==> src/rtl/jk_ff_bank.sv <==
// Bank of WIDTH JK-style flip-flops with JK / D / T / binary-count update modes,
// clock enable, per-bit change flags and a terminal-count (next edge wraps) flag.

module jk_ff_cell #(
  parameter logic RST = 1'b0
) (
  input  logic       clock,
  input  logic       reset,
  input  logic       en,
  input  logic [1:0] mode,
  input  logic       j,
  input  logic       k,
  input  logic       cnt_tgl,
  output logic       y,
  output logic       changed
);
  logic y_next;

  always_comb begin
    y_next = y;
    unique case (mode)
      2'b00: begin
        unique case ({j, k})
          2'b00: y_next = y;
          2'b01: y_next = 1'b0;
          2'b10: y_next = 1'b1;
          2'b11: y_next = ~y;
        endcase
      end
      2'b01: y_next = j;
      2'b10: y_next = y ^ j;
      2'b11: y_next = y ^ cnt_tgl;
    endcase
  end

  always_ff @(posedge clock or negedge reset) begin
    if (!reset) begin
      y       <= RST;
      changed <= 1'b0;
    end else if (en) begin
      y       <= y_next;
      changed <= y ^ y_next;
    end else begin
      changed <= 1'b0;
    end
  end
endmodule

module jk_ff_bank #(
  parameter int               WIDTH     = 8,
  parameter logic [WIDTH-1:0] RESET_VAL = '0
) (
  input  logic             clock,
  input  logic             reset,
  input  logic             en,
  input  logic [1:0]       mode,
  input  logic [WIDTH-1:0] j,
  input  logic [WIDTH-1:0] k,
  output logic [WIDTH-1:0] y,
  output logic [WIDTH-1:0] y_n,
  output logic [WIDTH-1:0] changed,
  output logic             tc
);
  logic [WIDTH-1:0] cnt_tgl;

  // Count toggle: bit i flips when all lower bits are 1 (up) or all 0 (down).
  always_comb begin
    logic run;
    run     = 1'b1;
    cnt_tgl = '0;
    for (int i = 0; i < WIDTH; i++) begin
      cnt_tgl[i] = run;
      run        = run & (k[0] ? ~y[i] : y[i]);
    end
  end

  for (genvar i = 0; i < WIDTH; i++) begin : g_bit
    jk_ff_cell #(.RST(RESET_VAL[i])) u_cell (
      .clock   (clock),
      .reset   (reset),
      .en      (en),
      .mode    (mode),
      .j       (j[i]),
      .k       (k[i]),
      .cnt_tgl (cnt_tgl[i]),
      .y       (y[i]),
      .changed (changed[i])
    );
  end

  assign y_n = ~y;
  assign tc  = (mode == 2'b11) & en & (k[0] ? (y == '0) : (&y));
endmodule
==> config.mk <==
export PLATFORM = sky130hd
export DESIGN_NAME = jk_ff_bank
export DESIGN_NICKNAME = d
export VERILOG_FILES = /design/src/rtl/jk_ff_bank.sv
export SDC_FILE = /design/constraint.sdc
export NUM_CORES = 1
export LEC_CHECK = 0
export BUFFER_PORTS_ARGS = -buffer_cell sky130_fd_sc_hd__buf_4
export CAP_MARGIN = 15
export CORE_MARGIN = 3
export CORE_UTILIZATION = 30
export CTS_CLUSTER_DIAMETER = 40
export DETAILED_ROUTE_END_ITERATION = 10
export PLACE_DENSITY = 0.6
export SETUP_SLACK_MARGIN = 0.3
export SLEW_MARGIN = 20
export SYNTH_ARGS = -nofsm -noshare
export SYNTH_HDL_FRONTEND = slang
export SYNTH_SLANG_ARGS = --single-unit
==> constraint.sdc <==
create_clock -name clock -period 2.1 [get_ports clock]
set_clock_uncertainty 0.2 [all_clocks]
set_input_delay 0.315 -clock clock [delete_from_list [all_inputs] [get_ports clock]]
set_output_delay 0.315 -clock clock [all_outputs]
set_load 0.02 [all_outputs]
==> impl_metrics.env, run 1 <==
export IMPL_n_antenna_cell=0
export IMPL_synth_cell_types=52
export IMPL_post_route_drc_count=0
export IMPL_cp_end_kind="output pin"
export IMPL_syn_inst=176
export IMPL_row_count=24
export IMPL_setup_viol=1
export IMPL_critPathArrivalTime_ns=1.59
export IMPL_fin_area_um2=1810
export IMPL_cts_root_buf="clkbuf_8"
export IMPL_dp_cells=253
export IMPL_cp_start_kind="register"
export IMPL_grt_pass1_vias=1365
export IMPL_core_um2=4440
export IMPL_period_minus_slack_ns=2.11
export IMPL_yosysTopAreaCell="dfrtp_1"
export IMPL_clock_latency_ns=0.25
export IMPL_num_vias=1379
export IMPL_clock_sinks=16
export IMPL_rsz0062_at_grt="yes"
export IMPL_synth_nets=197
export IMPL_finalCritPeriodShare_pct=100
export IMPL_place_area_um2=1700
export IMPL_report_final_slew_viol_count=0
export IMPL_ios=46
export IMPL_setup_ws_ns=-0.00624
export IMPL_critPathMaxStageDelay_ns=0.55
export IMPL_power_leakage_nw=0.857
export IMPL_multi_input_area_um2=807
export IMPL_avgSynthCellArea_um2=7.97
export IMPL_synthTopCellsByCount="20 x nand2_1, 16 x buf_4, 16 x dfrtp_1"
export IMPL_synth_area_um2=1400
export IMPL_synth_area_leaders="dfrtp_1 29%, buf_4 8.6%, nand2_1 5.4%"
export IMPL_ys_warn_count=0
export IMPL_critPathMaxFanout=2
export IMPL_fin_setup_tns_ns=-0.00624
export IMPL_seqCellArea_um2=400
export IMPL_cts_inserted_buffers=3
export IMPL_async_reset_ff_share_pct=100
export IMPL_status="finished with violations"
export IMPL_area_growth_pct=28.9
export IMPL_grt_pass1_wl_um=6170
export IMPL_crit_required_ns=1.58
export IMPL_yosysSeqAreaShare_pct=28.5
export IMPL_synth_edf_count=0
export IMPL_hpwl_um=2850
export IMPL_synth_most_common_cell="nand2_1"
export IMPL_synth_top_area_share_pct=28.5
export IMPL_die_area_um2=5530
export IMPL_routabilityCongestion=0.828
export IMPL_violations="negative setup slack"
export IMPL_max_slew_margin_rel_pct=72.3
export IMPL_finalHoldViolations=0
export IMPL_firstDrtPassIters=4
export IMPL_synth_flop_cell="dfrtp_1"
export IMPL_antenna_found_initial=0
export IMPL_wirelength_um=3790
export IMPL_max_freq_mhz=475
export IMPL_instances_no_fill=259
export IMPL_drive_gt1_share_pct=38.2
export IMPL_drt_iter0_drc=94
export IMPL_max_slew_worst_pin_slew_ns=0.412
export IMPL_clock_path_buffers=2
export IMPL_path_cells="or4b_4, nor3_2, o211a_1, buf_6"
export IMPL_cts_tree="done"
export IMPL_die_x_um=74.4
export IMPL_crit_type="register to output pin"
export IMPL_powerDensity_nw_per_um2=745
export IMPL_grt_ovfl_total=0
export IMPL_antenna_left=0
export IMPL_portBuffers=45
export IMPL_dieHeight_um=74.4
export IMPL_grt_max_degree=27
export IMPL_min_path_type="input port to register"
export IMPL_maxCapViolCount=0
export IMPL_finish_utilization_pct=40.7
export IMPL_grt_usage_pct=14.2
export IMPL_detail_route_wl_per_cell_um=14.6
export IMPL_htreeDepth=1
export IMPL_clk_pin_slew_worst_paths_ns=0.06
export IMPL_cpMaxStageDelayCell="or4b_4"
export IMPL_synth_seq_cells=16
export IMPL_peakVddDrop_uv=226
export IMPL_avgViaCountPerCell=5.32
export IMPL_fillers=465
export IMPL_layout_nets=230
export IMPL_initial_core_util_pct=31.6
==> registers in the layout, indices dropped and copies added (netlist names) <==
name and cells:
g_bit.u_cell.changed 8, g_bit.u_cell.y 8
==> power breakdown <==
| part | switching (mW) | internal (mW) |
|---|---|---|
| registers | 0.0447 | 0.361 |
| logic | 0.397 | 0.317 |
| clock network | 0.0990 | 0.127 |
| total | 0.541 | 0.805 |
==> kinds of logic (layout without fill, tap and decap cells) <==
kind of cell    count (synthesis)  in the layout  synth area share, %
simple gates                   56             56                 20.4
compound gates                 54             54                 28.8
buf+inv                        42             73                 16.4
flops                          16             16                 28.5
mux                             5              5                 3.92
xor+xnor                        3              3                 1.87
==> area by class of cell <==
cell class	instances	area share (%)
inverter	11	2.28
clock buffer	3	2.28
multi-input combinational	118	44.6
timing repair buffer	59	25.1
tap	52	3.60
sequential	16	22.1
==> layer usage <==
metal	wire length, um	share of wire (%)	track usage, %	vias up
met5	0	0	0	-
met4	25	0.66	4.94	0
met3	218	5.8	2.57	2
met2	1860	49	23.2	44
met1	1690	45	18.7	658
li1	-	-	-	675
==> path summary, 6_finish.rpt <==
check,to,cells past startpoint,slack (ns),from
setup / recovery,tc,4,-0.006,g_bit[0].u_cell.y
hold / removal,g_bit[4].u_cell.changed,3,0.21,j[4]
setup reg to reg,g_bit[6].u_cell.y,6,0.02,g_bit[0].u_cell.y
hold reg to reg,g_bit[3].u_cell.y,2,0.48,g_bit[3].u_cell.y
max in group asynchronous,g_bit[7].u_cell.changed,2,1.24,reset
min in group asynchronous,g_bit[0].u_cell.changed,2,0.27,reset
==> cells in the final DEF (no fill, tap or decap), types with 2 or more instances in the layout <==
master,synthesis,layout
a21boi_0,4,2
a21oi_1,10,9
a2bb2oi_1,3,3
a31oi_1,6,6
and2_1,4,4
buf_4,16,56
buf_6,1,2
clkbuf_8,0,3
clkinv_1,2,2
dfrtp_1,16,16
inv_1,9,9
mux2i_1,4,4
nand2_1,20,18
nand2_2,0,2
nand2b_1,4,4
nand3_1,4,4
nor2_1,9,8
nor2b_1,2,2
nor3_1,3,2
o211ai_1,3,3
o21a_1,2,2
o21ai_0,7,5
o221a_2,2,2
o221ai_1,2,2
o22ai_1,2,2
xnor2_1,2,2
==> critical path, delay by kind of cell, from the launching register on <==
family          cells  cell delay [ns]
buf+inv             1             0.12
compound gates      1             0.18
flops               1             0.37
simple gates        2             0.66
==> stage by stage <==
step / hold WS, ns / total power [mW] / setup WS (ns)
after floorplan: -0.181 / 0.911 / 0.0949
after CTS: 0.197 / 1.35 / -0.0616
final: 0.206 / 1.35 / -0.00624
after detailed placement: -0.00540 / 1.10 / 0.112
after global placement: -0.00417 / 1.10 / 0.138
after global routing: 0.239 / 1.45 / -0.0532
==> timing repair <==
action / CTS / global route
hold buffers: 1 / 0
gates cloned: 0 / 0
setup endpoints to repair: 8 / 11
buffers inserted: 1 / 1
pin swaps: 4 / 8
hold endpoints to repair: 16 / 0
gates resized for setup: 10 / 5
Power figures use the tool's default switching activity.
==> run 2: changes to the inputs <==
CORE_UTILIZATION = 46   (was 30)
GPL_TIMING_DRIVEN = 0   (was not set)
PLACE_DENSITY = 0.83   (was 0.6)
==> run 2 against run 1 <==
The run still ends with negative setup slack left. Total power grew 5.0%. Global-route usage grew 7.0 points. Combinational power grew 12%. Sequential power shrank 1%. Critical path type unchanged. Critical endpoint unchanged. Highest routed layer unchanged.
==> impl_metrics.env, run 2 (synthesis results as in run 1) <==
export IMPL_layout_common_cells="62 x buf_4, 18 x nand2_1, 16 x dfrtp_1, 10 x a21oi_1, 9 x inv_1"
export IMPL_post_route_drc_count=0
export IMPL_finalCritPeriodShare_pct=109
export IMPL_row_count=19
export IMPL_ios=46
export IMPL_clock_sinks=16
export IMPL_fin_setup_tns_ns=-0.740
export IMPL_finalHoldViolations=0
export IMPL_rsz0062_at_grt="yes"
export IMPL_setup_viol=7
export IMPL_firstDrtPassIters=4
export IMPL_setup_worst_path_end="tc"
export IMPL_crit_type="register to output pin"
export IMPL_violations="negative setup slack"
export IMPL_seqPwrFrac_pct=28.3
export IMPL_grt_usage_pct=21.2
export IMPL_p_total_mw=1.41
export IMPL_grt_pass1_vias=1253
export IMPL_die_area_um2=3750
export IMPL_largest_registers="g_bit.u_cell.changed: 8 flops, g_bit.u_cell.y: 8 flops"
export IMPL_startpoint="g_bit[1].u_cell.y"
export IMPL_crit_buf_inv=2
export IMPL_r2r_end="g_bit[5].u_cell.changed"
export IMPL_critPathMaxStageDelay_ns=0.52
export IMPL_clock_path_buffers=2
export IMPL_critPathMaxFanout=2
export IMPL_routabilityCongestion=0.874
export IMPL_r2r_start="g_bit[1].u_cell.y"
export IMPL_detail_route_wl_per_cell_um=14.5
export IMPL_hpwl_um=2610
export IMPL_fin_area_um2=1900
export IMPL_portBuffers=43
export IMPL_grt_ovfl_total=0
export IMPL_power_switching_uw=570
export IMPL_grt_max_degree=17
export IMPL_period_minus_slack_ns=2.28
export IMPL_cts_inserted_buffers=3
export IMPL_dieHeight_um=61.2
export IMPL_wirelength_um=3770
export IMPL_die_x_um=61.2
export IMPL_status="finished with violations"
export IMPL_cts_tree="done"
export IMPL_max_slew_margin_rel_pct=66.5
export IMPL_initial_core_util_pct=49.6
export IMPL_max_slew_worst_pin_slew_ns=0.502
export IMPL_htreeDepth=1
export IMPL_area_growth_pct=35.3
export IMPL_path_delay_family="simple AND/OR/NAND/NOR gates"
export IMPL_min_path_type="input port to register"
export IMPL_place_area_um2=1770
export IMPL_crit_required_ns=1.58
export IMPL_critPathArrivalTime_ns=1.77
export IMPL_setup_ws_ns=-0.182
export IMPL_layout_commonest_cell="buf_4"
export IMPL_reg2reg_depth=6
export IMPL_clk_pin_slew_worst_paths_ns=0.10
export IMPL_rrSetupSlack_ns=-0.14
export IMPL_cp_depth=5
export IMPL_finish_utilization_pct=67.1
export IMPL_num_vias=1475
export IMPL_path_cells="buf_6, or4b_4, nor3_2, o211a_1, buf_6"
export IMPL_avgViaCountPerCell=5.69
export IMPL_cpMaxStageDelayCell="or4b_4"
export IMPL_p_clk_share_pct=15.2
export IMPL_grt_pass1_wl_um=5860
export IMPL_switching_share_pct=40.3
export IMPL_layout_nets=250
export IMPL_antenna_found_initial=0
export IMPL_drt_iter0_drc=38
export IMPL_max_freq_mhz=438
export IMPL_report_final_slew_viol_count=0
export IMPL_peakVddDrop_uv=371
export IMPL_clock_latency_ns=0.30
export IMPL_maxCapViolCount=0
export IMPL_cp_end_kind="output pin"
export IMPL_comb_power_share_pct=56.5
export IMPL_p_int_uw=844
export IMPL_power_leakage_nw=0.930
export IMPL_cts_root_buf="clkbuf_4"
export IMPL_dp_slack_ns=0.0101
export IMPL_core_um2=2830
export IMPL_powerDensity_nw_per_um2=745
export IMPL_cp_start_kind="register"
export IMPL_n_antenna_cell=0
export IMPL_antenna_left=0
export IMPL_drive_gt1_share_pct=41.2
export IMPL_cp_common_cell="buf_6"
-- run 2: timing repair --
item | in CTS | in global routing
resized for setup | 14 | 11
hold endpoints to repair | 16 | 0
hold buffers | 1 | 0
endpoints found under the setup margin | 13 | 16
pin swaps | 5 | 4
buffers inserted | 4 | 0
-- run 2: power groups by stage --
| stage | Combinational (mW) | Sequential [mW] | Clock [mW] |
|---|---|---|---|
| floorplan | 0.514 | 0.397 | 0 |
| global route | 0.868 | 0.406 | 0.228 |
| detailed placement | 0.748 | 0.405 | 0 |
| CTS | 0.780 | 0.398 | 0.217 |
| global placement | 0.737 | 0.403 | 0 |
| finish | 0.799 | 0.400 | 0.216 |
-- run 2: cell type report --
cell class | count | area (um^2)
repair buffers | 48 | 367
multi-input cells | 118 | 810
inverters | 11 | 41.3
flip-flops and latches | 16 | 400
well taps | 31 | 38.8
plain buffers | 31 | 205
fillers | 246 | 931
clock buffers | 4 | 36.3
-- run 2: worst min-delay path by stage --
stage           from                       to  slack [ns]  depth (start not counted)
2_1_floorplan  reset  g_bit[0].u_cell.changed       -0.18                          0
3_3_place_gp   reset  g_bit[2].u_cell.changed       -0.01                          1
3_5_place_dp   reset  g_bit[2].u_cell.changed       -0.01                          1
4_1_cts         j[4]  g_bit[4].u_cell.changed        0.14                          3
5_1_grt         j[4]  g_bit[4].u_cell.changed        0.15                          3
6_report        j[4]  g_bit[4].u_cell.changed        0.15                          3
-- run 2: metal layers --
metal	part of all wire (%)	wire length (um)	up-vias	GRT usage, %
met5	0	0	-	0
met3	4.9	186	7	3.14
met1	45	1680	695	29.7
met4	1.6	60	0	6.81
met2	49	1840	52	33.4
li1	-	-	721	-
-- run 2: stage by stage --
| stage | hold slack [ns] | instances |
|---|---|---|
| global placement | -0.0142 | 250 |
| finish | 0.146 | 259 |
| detailed placement | -0.0140 | 250 |
| CTS | 0.140 | 259 |
| global route | 0.147 | 259 |
| floorplan | -0.181 | 176 |
-- run 2: worst min-delay path, delay by kind of cell --
kind / cells / cell delay [ns]
compound gates: 2 / 0.20
buf+inv: 1 / 0.10
